==> src/rtl/jtag_types_pkg.sv <==
// Shared command/state types and preamble TMS tables for the JTAG host master.
// Preamble tables are sent LSB first; every table starts from Run-Test/Idle.
package jtag_types_pkg;

  localparam int CMD_LEN_W = 6;

  typedef enum logic [1:0] {
    OP_RESET   = 2'd0,
    OP_IR_SCAN = 2'd1,
    OP_DR_SCAN = 2'd2
  } jtag_op_t;

  typedef enum logic [2:0] {
    ST_AUTO_RST = 3'd0,
    ST_IDLE     = 3'd1,
    ST_PRE      = 3'd2,
    ST_SHIFT    = 3'd3,
    ST_POST     = 3'd4,
    ST_DONE     = 3'd5
  } jtag_master_state_t;

  localparam logic [5:0] RST_TMS    = 6'b011111;
  localparam logic [3:0] IR_PRE_TMS = 4'b0011;
  localparam logic [2:0] DR_PRE_TMS = 3'b001;

  // The reserved encoding behaves exactly like a TAP reset.
  function automatic jtag_op_t decode_op(input logic [1:0] raw);
    case (raw)
      2'd1:    return OP_IR_SCAN;
      2'd2:    return OP_DR_SCAN;
      default: return OP_RESET;
    endcase
  endfunction

  function automatic logic [5:0] pre_tms(input jtag_op_t op);
    case (op)
      OP_IR_SCAN: return {2'b00, IR_PRE_TMS};
      OP_DR_SCAN: return {3'b000, DR_PRE_TMS};
      default:    return RST_TMS;
    endcase
  endfunction

  function automatic logic [2:0] pre_last(input jtag_op_t op);
    case (op)
      OP_IR_SCAN: return 3'd3;
      OP_DR_SCAN: return 3'd2;
      default:    return 3'd5;
    endcase
  endfunction

endpackage

==> src/rtl/jtag_tck_gen.sv <==
// TCK divider: low for CLK_DIV clk then high for CLK_DIV clk while enabled.
// tck_rise/tck_fall mark the clk edge on which TCK changes; disabled holds TCK low.
module jtag_tck_gen #(
  parameter int CLK_DIV = 2
) (
  input  logic clk,
  input  logic nRST,
  input  logic en,
  output logic tck,
  output logic tck_rise,
  output logic tck_fall
);

  localparam int DIV_W = (CLK_DIV > 1) ? $clog2(CLK_DIV) : 1;

  logic [DIV_W-1:0] div_cnt_q, div_cnt_d;
  logic             tck_q, tck_d;
  logic             term;

  always_comb begin
    term      = (div_cnt_q == DIV_W'(CLK_DIV - 1));
    tck_rise  = en && term && !tck_q;
    tck_fall  = en && term && tck_q;
    div_cnt_d = '0;
    tck_d     = 1'b0;
    if (en) begin
      div_cnt_d = term ? '0 : div_cnt_q + DIV_W'(1);
      tck_d     = term ? ~tck_q : tck_q;
    end
  end

  always_ff @(posedge clk or negedge nRST) begin
    if (!nRST) begin
      div_cnt_q <= '0;
      tck_q     <= 1'b0;
    end else begin
      div_cnt_q <= div_cnt_d;
      tck_q     <= tck_d;
    end
  end

  assign tck = tck_q;

endmodule

==> src/rtl/jtag_master.sv <==
// Host-side JTAG initiator: walks the TAP through RESET / IR-scan / DR-scan from RTI back to RTI.
// One command in flight; cmd_ready low from accept until the rsp_valid cycle.
module jtag_master
  import jtag_types_pkg::*;
#(
  parameter int CLK_DIV = 2,
  parameter int MAX_LEN = 32
) (
  input  logic                 clk,
  input  logic                 nRST,
  input  logic                 cmd_valid,
  output logic                 cmd_ready,
  input  logic [1:0]           cmd_op,
  input  logic [CMD_LEN_W-1:0] cmd_len,
  input  logic [MAX_LEN-1:0]   cmd_data,
  output logic                 rsp_valid,
  output logic [MAX_LEN-1:0]   rsp_data,
  output logic                 busy,
  output logic                 TCK,
  output logic                 TMS,
  output logic                 TDI,
  input  logic                 TDO
);

  localparam int IDX_W = $clog2(MAX_LEN);

  jtag_master_state_t   state_q, state_d;
  jtag_op_t             op_q, op_d;
  logic [CMD_LEN_W-1:0] len_q, len_d;
  logic [MAX_LEN-1:0]   data_q, data_d;
  logic [2:0]           slot_q, slot_d;
  logic [IDX_W-1:0]     bit_q, bit_d;
  logic [MAX_LEN-1:0]   rsp_sh_q, rsp_sh_d;
  logic [MAX_LEN-1:0]   rsp_data_q, rsp_data_d;
  logic                 rsp_valid_q, rsp_valid_d;
  logic                 cmd_ready_q, cmd_ready_d;
  logic                 busy_q, busy_d;
  logic                 tms_q, tms_d;
  logic                 tdi_q, tdi_d;

  logic                 tck_en, tck_rise, tck_fall;
  jtag_op_t             op_in;
  logic [CMD_LEN_W-1:0] len_in;
  logic [5:0]           new_pre, cur_pre;
  logic                 last_bit;

  jtag_tck_gen #(
    .CLK_DIV (CLK_DIV)
  ) u_tck_gen (
    .clk      (clk),
    .nRST     (nRST),
    .en       (tck_en),
    .tck      (TCK),
    .tck_rise (tck_rise),
    .tck_fall (tck_fall)
  );

  assign tck_en = (state_q == ST_PRE) || (state_q == ST_SHIFT) || (state_q == ST_POST);

  always_comb begin
    op_in    = decode_op(cmd_op);
    len_in   = (cmd_len > CMD_LEN_W'(MAX_LEN)) ? CMD_LEN_W'(MAX_LEN) : cmd_len;
    new_pre  = pre_tms(op_in);
    cur_pre  = pre_tms(op_q);
    last_bit = (CMD_LEN_W'(bit_q) == len_q - CMD_LEN_W'(1));

    state_d     = state_q;
    op_d        = op_q;
    len_d       = len_q;
    data_d      = data_q;
    slot_d      = slot_q;
    bit_d       = bit_q;
    rsp_sh_d    = rsp_sh_q;
    rsp_data_d  = rsp_data_q;
    rsp_valid_d = 1'b0;
    cmd_ready_d = cmd_ready_q;
    busy_d      = busy_q;
    tms_d       = tms_q;
    tdi_d       = tdi_q;

    case (state_q)
      // Leaving reset behaves like an accepted RESET command.
      ST_AUTO_RST: begin
        op_d     = OP_RESET;
        len_d    = '0;
        data_d   = '0;
        rsp_sh_d = '0;
        slot_d   = '0;
        bit_d    = '0;
        tms_d    = RST_TMS[0];
        tdi_d    = 1'b0;
        state_d  = ST_PRE;
      end
      ST_IDLE: begin
        tms_d = 1'b0;
        tdi_d = 1'b0;
        if (cmd_valid && cmd_ready_q) begin
          cmd_ready_d = 1'b0;
          busy_d      = 1'b1;
          op_d        = op_in;
          len_d       = len_in;
          data_d      = cmd_data;
          rsp_sh_d    = '0;
          slot_d      = '0;
          bit_d       = '0;
          if (op_in != OP_RESET && len_in == '0) begin
            state_d = ST_DONE;
          end else begin
            state_d = ST_PRE;
            tms_d   = new_pre[0];
          end
        end
      end
      ST_PRE: begin
        if (tck_fall) begin
          if (slot_q == pre_last(op_q)) begin
            if (op_q == OP_RESET) begin
              state_d = ST_DONE;
              tms_d   = 1'b0;
            end else begin
              state_d = ST_SHIFT;
              bit_d   = '0;
              tdi_d   = data_q[0];
              tms_d   = (len_q == CMD_LEN_W'(1));
            end
          end else begin
            slot_d = slot_q + 3'd1;
            tms_d  = cur_pre[slot_q + 3'd1];
          end
        end
      end
      ST_SHIFT: begin
        if (tck_rise) begin
          rsp_sh_d[bit_q] = TDO;
        end
        if (tck_fall) begin
          if (last_bit) begin
            state_d = ST_POST;
            slot_d  = '0;
            tms_d   = 1'b1;
            tdi_d   = 1'b0;
          end else begin
            bit_d = bit_q + IDX_W'(1);
            tdi_d = data_q[bit_q + IDX_W'(1)];
            tms_d = (CMD_LEN_W'(bit_q) + CMD_LEN_W'(2) == len_q);
          end
        end
      end
      // Postamble: Update (TMS=1), then back to RTI (TMS=0).
      ST_POST: begin
        if (tck_fall) begin
          tms_d = 1'b0;
          if (slot_q == 3'd1) begin
            state_d = ST_DONE;
          end else begin
            slot_d = 3'd1;
          end
        end
      end
      ST_DONE: begin
        rsp_valid_d = 1'b1;
        rsp_data_d  = rsp_sh_q;
        cmd_ready_d = 1'b1;
        busy_d      = 1'b0;
        tms_d       = 1'b0;
        tdi_d       = 1'b0;
        state_d     = ST_IDLE;
      end
      default: begin
        state_d = ST_AUTO_RST;
      end
    endcase
  end

  always_ff @(posedge clk or negedge nRST) begin
    if (!nRST) begin
      state_q     <= ST_AUTO_RST;
      op_q        <= OP_RESET;
      len_q       <= '0;
      data_q      <= '0;
      slot_q      <= '0;
      bit_q       <= '0;
      rsp_sh_q    <= '0;
      rsp_data_q  <= '0;
      rsp_valid_q <= 1'b0;
      cmd_ready_q <= 1'b0;
      busy_q      <= 1'b1;
      tms_q       <= 1'b1;
      tdi_q       <= 1'b0;
    end else begin
      state_q     <= state_d;
      op_q        <= op_d;
      len_q       <= len_d;
      data_q      <= data_d;
      slot_q      <= slot_d;
      bit_q       <= bit_d;
      rsp_sh_q    <= rsp_sh_d;
      rsp_data_q  <= rsp_data_d;
      rsp_valid_q <= rsp_valid_d;
      cmd_ready_q <= cmd_ready_d;
      busy_q      <= busy_d;
      tms_q       <= tms_d;
      tdi_q       <= tdi_d;
    end
  end

  assign cmd_ready = cmd_ready_q;
  assign rsp_valid = rsp_valid_q;
  assign rsp_data  = rsp_data_q;
  assign busy      = busy_q;
  assign TMS       = tms_q;
  assign TDI       = tdi_q;

endmodule

==> config.mk <==
export PLATFORM = sky130hd
export DESIGN_NAME = jtag_master
export DESIGN_NICKNAME = d
export VERILOG_FILES = /design/src/rtl/jtag_types_pkg.sv /design/src/rtl/jtag_tck_gen.sv /design/src/rtl/jtag_master.sv
export SDC_FILE = /design/constraint.sdc
export NUM_CORES = 1
export LEC_CHECK = 0
export CAP_MARGIN = 40
export CORE_MARGIN = 1
export CORE_UTILIZATION = 40
export DETAILED_ROUTE_END_ITERATION = 12
export HOLD_SLACK_MARGIN = 0.12
export MAX_ROUTING_LAYER = met4
export PLACE_DENSITY_LB_ADDON = 0.3
export SETUP_SLACK_MARGIN = 0.1
export SLEW_MARGIN = 20
export SYNTH_ARGS = -nofsm -noshare
export SYNTH_HDL_FRONTEND = slang
export SYNTH_SLANG_ARGS = --single-unit
export TNS_END_PERCENT = 50
==> constraint.sdc <==
create_clock -name clk -period 4.9 [get_ports clk]
set_input_delay 0.98 -clock clk [delete_from_list [all_inputs] [get_ports clk]]
set_output_delay 0.98 -clock clk [all_outputs]
set_load 0.1 [all_outputs]
# After elaboration in Yosys (flattened, before gate mapping)
# Index checks and enable logic that the tools add are counted.
op_classes:
  eq_ne: 27
  n_mux: 71
  order_cmp: 5
  n_reduce_logical: 29
  bitwise_logic: 1
  addsub: 5
op_table:
  columns: ["op", "n"]
  rows:
  - ["$mux W32", 3]
  - ["$pmux W32 S3", 1]
  - ["$pmux W32 S2", 1]
  - ["$mux W3", 18]
  - ["$bwmux W32", 1]
  - ["$mux W5", 6]
  - ["$mux W1", 23]
  - ["$ne A2 B2 Y1 const B", 11]
  - ["$pmux W5 S4", 1]
  - ["$pmux W3 S6", 1]
  - ["$pmux W3 S5", 1]
  - ["$reduce_and A7 Y1", 2]
  - ["$lt A5 B6 Y1 const B", 2]
  - ["$mux W6", 2]
  - ["$pmux W6 S2", 1]
  - ["$pmux W5 S2", 1]
  - ["$pmux W2 S2", 2]
  - ["$reduce_and A8 Y1", 1]
  - ["$add A5 B2 Y6 const B", 1]
  - ["$eq A3 B1 Y1 const B", 2]
  - ["$eq A3 B2 Y1 const B", 2]
  - ["$eq A3 B3 Y1 const B", 2]
  - ["$eq A5 B6 Y1", 1]
  - ["$eq A6 B1 Y1 const B", 1]
  - ["37 further kinds", 51]
word_totals:
  wordCells: 153
  regBits: 122

# Logic depth before layout (Yosys ltp)
depth:
  ltp_word: 11
  mapped_depth: 8
  ltp_nobuf: 8

# Modules after synthesis
# A second synthesis with hierarchy kept.
unflattened:
  cells_unflattened: 641
  hier_area_um2: 5987.0
modules_own_cells:
  columns: ["mod", "seq_area_each_um2", "cells_each", "area_each_um2", "instances"]
  rows:
  - ["jtag_master", 3005.4, 633, 5898.2, 1]
  - ["jtag_tck_gen", 50.0, 8, 88.8, 1]

# Least setup slack after synthesis
# Ideal clock, no wire load.
synth_timing:
  path_type: "input -> register"
  from: "in cmd_op[0]"
  to: "reg tms_q, in the netlist TMS"
  arrival_time_ps: 2363
  required_ps: 4808
  slack_ps: 2445
  path_stages: 7
  cell_sequence: "inv_1 -> ha_1 -> or4_1 -> nor4_1 -> o21ai_0 -> a221oi_1 -> a31oi_1"
synth_via:
  elab_chain_cells: 7
  elab_cells_between_ends: 8
synth_lines:
  columns: ["element", "line_no", "rtl"]
  rows:
  - ["start: declaration", "jtag_master.sv:13", "input logic [1:0] cmd_op,"]
  - ["$eq A2 B2 Y1 / $eq A2 B1 Y1 (equally long branches)", "jtag_types_pkg.sv:28", "case (raw)"]
  - ["$pmux W2 S2 (*)", "jtag_types_pkg.sv:28", null]
  - ["$reduce_bool A2 Y1 (*)", "jtag_master.sv:106", "if (op_in != OP_RESET && len_in == '0) begin"]
  - ["$logic_and A1 B1 Y1 (*)", "jtag_master.sv:106", null]
  - ["$mux W1 (*)", "jtag_master.sv:106", null]
  - ["$mux W1 (*)", "jtag_master.sv:97", "if (cmd_valid && cmd_ready_q) begin"]
  - ["$pmux W1 S6 (*)", "jtag_master.sv:81", "case (state_q)"]
  - ["end signal: assignment", "jtag_master.sv:202", "tms_q <= tms_d;"]
  - ["end: declaration", "jtag_master.sv:38", "logic tms_q, tms_d;"]
# Mark *: on every way between the ends. The rest lies on a longest branch, timed or not.
# A chain may end at the register's enable or synchronous reset.

# Worst setup path after layout
layout_timing:
  from: "reg bit_q[0]"
  to: "reg tdi_q, in the netlist TDI"
layout_via:
  elab_chain_cells: 6
  elab_cells_between_ends: 7
layout_lines:
  columns: ["element", "line_no", "rtl"]
  rows:
  - ["start: declaration", "jtag_master.sv:32", "logic [IDX_W-1:0] bit_q, bit_d;"]
  - ["start signal: assignment", "jtag_master.sv:196", "bit_q <= bit_d;"]
  - ["$add A5 B1 Y5", "jtag_master.sv:144", "tdi_d = data_q[bit_q + IDX_W'(1)];"]
  - ["$bmux W1 S5", "jtag_master.sv:144", null]
  - ["$mux W1 (not written as such)", "jtag_master.sv:144", null]
  - ["$mux W1 (*)", "jtag_master.sv:137", "if (last_bit) begin"]
  - ["$mux W1 (*)", "jtag_master.sv:136", "if (tck_fall) begin"]
  - ["$pmux W1 S3 (*)", "jtag_master.sv:81", null]
  - ["end signal: assignment", "jtag_master.sv:203", "tdi_q <= tdi_d;"]
  - ["end: declaration", "jtag_master.sv:39", "logic tdi_q, tdi_d;"]
# Mark *: on every way between the ends. The rest lies on a longest branch, timed or not. The select of a mux whose other input is x is not followed.

==> summary.md <==
| Metric | Value |
|---|---|
| Status | `finished with violations` |
| Crit start category | `flop` |
| Via density | `about 5.5` |
| Max Fclk | `about 0.31 GHz` |
| Hold WC Path Type | `in -> async` |
| Vias | `between 5000 and 6000` |
| GP Congestion | `around 0.84` |
| Commonest non-fill, non-tap cell in the layout | `dfrtp_1` |
| Synth top area share | `0.4910` |
| Critical Path Sink Type | `flop` |
| Num Clock Sinks | `roughly 120` |
| Num rows | `44` |
| Final Hold Fails | `0` |
| Buf/Inv on CP | `0` |
| DP Area | `~7700 sq um` |
| Slowest stage cell, crit path | `dfrtp_1` |
| Synth-to-Final Area Change | `35.25%` |
| Part of the Yosys area used for sequential elements | `0.4996` |
| CP max FO | `14` |
| PwrDens | `278.7 nW/um^2` |
| Period utilisation layout | `0.6685` |
| Max clock buf depth | `2` |
| # DRC | `5` |
| Clock latency on the worst-skew pair | `0.43 ns` |
| CTS resizes | `0` |
| Largest cells by area after synthesis | `dfrtp_1 (49%), o21ai_0 (6.8%), mux2_2 (5.9%)` |
| Top_reg_cell synth | `dfrtp_1` |
| RSZ-0062 raised after global routing | `no` |
| Final net count | `approximately 790` |
| Failing checks | `DRC` |
| CTS tree | `yes` |
| Post-CTS Setup Inserts | `0` |
| Diode count | `0` |
| Largest net degree at the start of global routing | `55` |
| Max_slew headroom | `0.4496` |
| Max_cap viols | `0` |
| I/O pin total | `between 80 and 90` |
| Area of the core | `about 15000 sq um` |
| Avg Cell Area, Syn | `9.770 sq um` |
| CTS root buf | `clkbuf_16` |
| Finished Cell Area | `~8300 sq um` |
| Flops & latches, synth | `122` |
| DP Worst Slack | `around 1.6 ns` |
| Clk slew on worst S/H paths | `about 0.05 ns` |
| Worst EP arrival | `3.57 ns` |
| Buffers on Ports | `81` |
| Pleak | `around 3.8 nW` |
| CTS Hold Bufs | `0` |
| Most frequent cells in the layout | `dfrtp_1 (120), nand2_1 (87), o21ai_0 (83), clkdlybuf4s50_1 (80), nand3_1 (63)` |
| Layout fillers | `approximately 1200` |
| WL/cell | `about 16 um` |
| Setup TNS | `0 ns` |
| Layout cells sized above 1 | `0.1711` |
| Top Family by Delay on Critical Path | `multiplexers` |
| Initial core utilization | `0.4161` |
| EDFF count, synth | `0` |
| Worst-Margin Slew | `0.8255 ns` |
| Initial antenna violation count | `0` |
| Cells after Synth | `between 600 and 700` |
| Die Span X | `approximately 130 um` |
| Area of the mapped netlist | `around 6100 sq um` |
| Die ar. | `~16000 sq um` |
| Syn nets | `between 600 and 700` |
| Setup Viol. Count Final | `0` |
| Critical path class | `reg -> reg` |
| Drt first-iter violations | `370` |
| CTS buffer count | `17` |
| Remaining antenna violation count | `0` |
| Final HPWL DP | `approximately 10 mm` |
| Final Max Slew Viols | `0` |
| CP Cell Sequence | `ha_1 -> xor2_1 -> mux4_2 -> mux4_2 -> nor2_1 -> o31ai_4` |
| First-pass GRT wire length | `about 25 mm` |
| Ys async rst share | `1.000` |
| Final WS setup | `about 1.6 ns` |
| YS warnings | `0` |
| DRT Wirelength | `~15 mm` |
| All-Layer GR Usage | `0.2071` |
| Period minus WS final | `3.276 ns` |
| Die Ht | `around 130 um` |
| Drt pass-1 iters | `9` |
| Crit path largest cell delay | `about 0.73 ns` |
| GRT Residual Overflow | `0` |
| CP dominant cell by count | `mux4_2` |
| WP data required | `approximately 5.2 ns` |
| Final Skew | `0.008254 ns` |
| Vias in the first global route | `5125` |
| Yosys cell types | `about 60` |
| H-Tree Depth | `4` |
| Synth area leader | `dfrtp_1` |
| Peak VDD IR | `0.2765 mV` |
-- synth_stat cells (3+ instances only) --
| master | number |
|---|---|
| dfrtp_1 | 120 |
| nand2_1 | 87 |
| o21ai_0 | 83 |
| nand3_1 | 63 |
| a21oi_1 | 35 |
| mux2_2 | 32 |
| clkbuf_1 | 30 |
| nor2_1 | 21 |
| inv_1 | 17 |
| ha_1 | 14 |
| nor2b_1 | 9 |
| mux4_2 | 8 |
| xor2_1 | 8 |
| nor3_1 | 7 |
| xnor2_1 | 7 |
| nor4_1 | 6 |
| buf_1 | 5 |
| nand3b_1 | 5 |
| a31oi_1 | 4 |
| a211oi_1 | 3 |
| and2_1 | 3 |
| buf_2 | 3 |
| mux2i_1 | 3 |
| nand2b_1 | 3 |
| nand4_1 | 3 |
| o22ai_1 | 3 |
| o31a_1 | 3 |
-- report_power, final --
part | internal (mW) | switching [mW] | leakage, nW
Combinational | 0.0372 | 0.0316 | 1.85
Clock | 0.783 | 0.437 | 0.284
Sequential | 1.01 | 0.00321 | 1.63
-- kinds of logic (layout without fill, tap and decap cells) --
logic type	count (synthesis)	in the layout	synth area share
AO/OA/AOI/OAI	150	150	0.1399
XOR/XNOR	15	15	0.02148
adder cells (fa/ha/maj)	14	14	0.02864
buffers and inverters	57	179	0.03621
flip-flops	122	122	0.4996
multiplexers	44	44	0.09759
AND/OR/NAND/NOR	224	224	0.1766
-- path summary, 6_finish.rpt --
| check | depth (start not counted) | to | startpoint | slack (ns) |
|---|---|---|---|---|
| setup / recovery | 6 | TDI$_DFFE_PN0P_ | bit_q[0]$_DFFE_PN0P_ | 1.62 |
| hold / removal | 1 | rsp_data[10]$_DFFE_PN0P_ | nRST | 0.44 |
| setup reg to reg | 6 | TDI$_DFFE_PN0P_ | bit_q[0]$_DFFE_PN0P_ | 1.62 |
| hold reg to reg | 2 | busy$_DFFE_PN1P_ | busy$_DFFE_PN1P_ | 0.45 |
| max in group asynchronous | 3 | busy$_DFFE_PN1P_ | nRST | 3.46 |
| min in group clk | 2 | busy$_DFFE_PN1P_ | busy$_DFFE_PN1P_ | 0.45 |
-- routing by layer --
| metal | GRT usage | vias up | share of wire |
|---|---|---|---|
| li1 | - | 2448 | - |
| met1 | 0.2546 | 2520 | 0.45 |
| met2 | 0.3232 | 155 | 0.48 |
| met3 | 0.04715 | 31 | 0.045 |
| met4 | 0.1004 | 0 | 0.025 |
| met5 | - | - | 0 |
-- layout make-up --
| cell class | count | area, sq um | share of cell area |
|---|---|---|---|
| Clock inverter | 8 | 92.59 | 0.01119 |
| Multi-Input combinational cell | 447 | 2845 | 0.3440 |
| Timing Repair Buffer | 129 | 1499 | 0.1812 |
| Inverter | 18 | 67.56 | 0.008168 |
| Tap cell | 184 | 230.2 | 0.02783 |
| Sequential cell | 122 | 3055 | 0.3694 |
| Clock buffer | 24 | 481.7 | 0.05824 |
-- flip-flops by register name, indices dropped and copies added (netlist names) --
register             count
data_q                  32
rsp_data                32
rsp_sh_q                32
len_q                    6
bit_q                    5
slot_q                   3
state_q                  3
op_q                     2
TDI                      1
TMS                      1
busy                     1
cmd_ready                1
rsp_valid                1
u_tck_gen.div_cnt_q      1
u_tck_gen.tck            1
-- per-stage QoR --
step	hold WS [ns]	total power, mW	utilization	instances
global route	0.4455	2.375	0.5627	932
global placement	0.4490	1.100	0.4813	861
detailed placement	0.4496	1.105	0.5237	900
floorplan	0.4510	1.041	-	626
CTS	0.4315	2.328	0.5627	932
finish	0.4374	2.305	0.5627	932
Note: power is estimated with default switching activity, not from simulation.
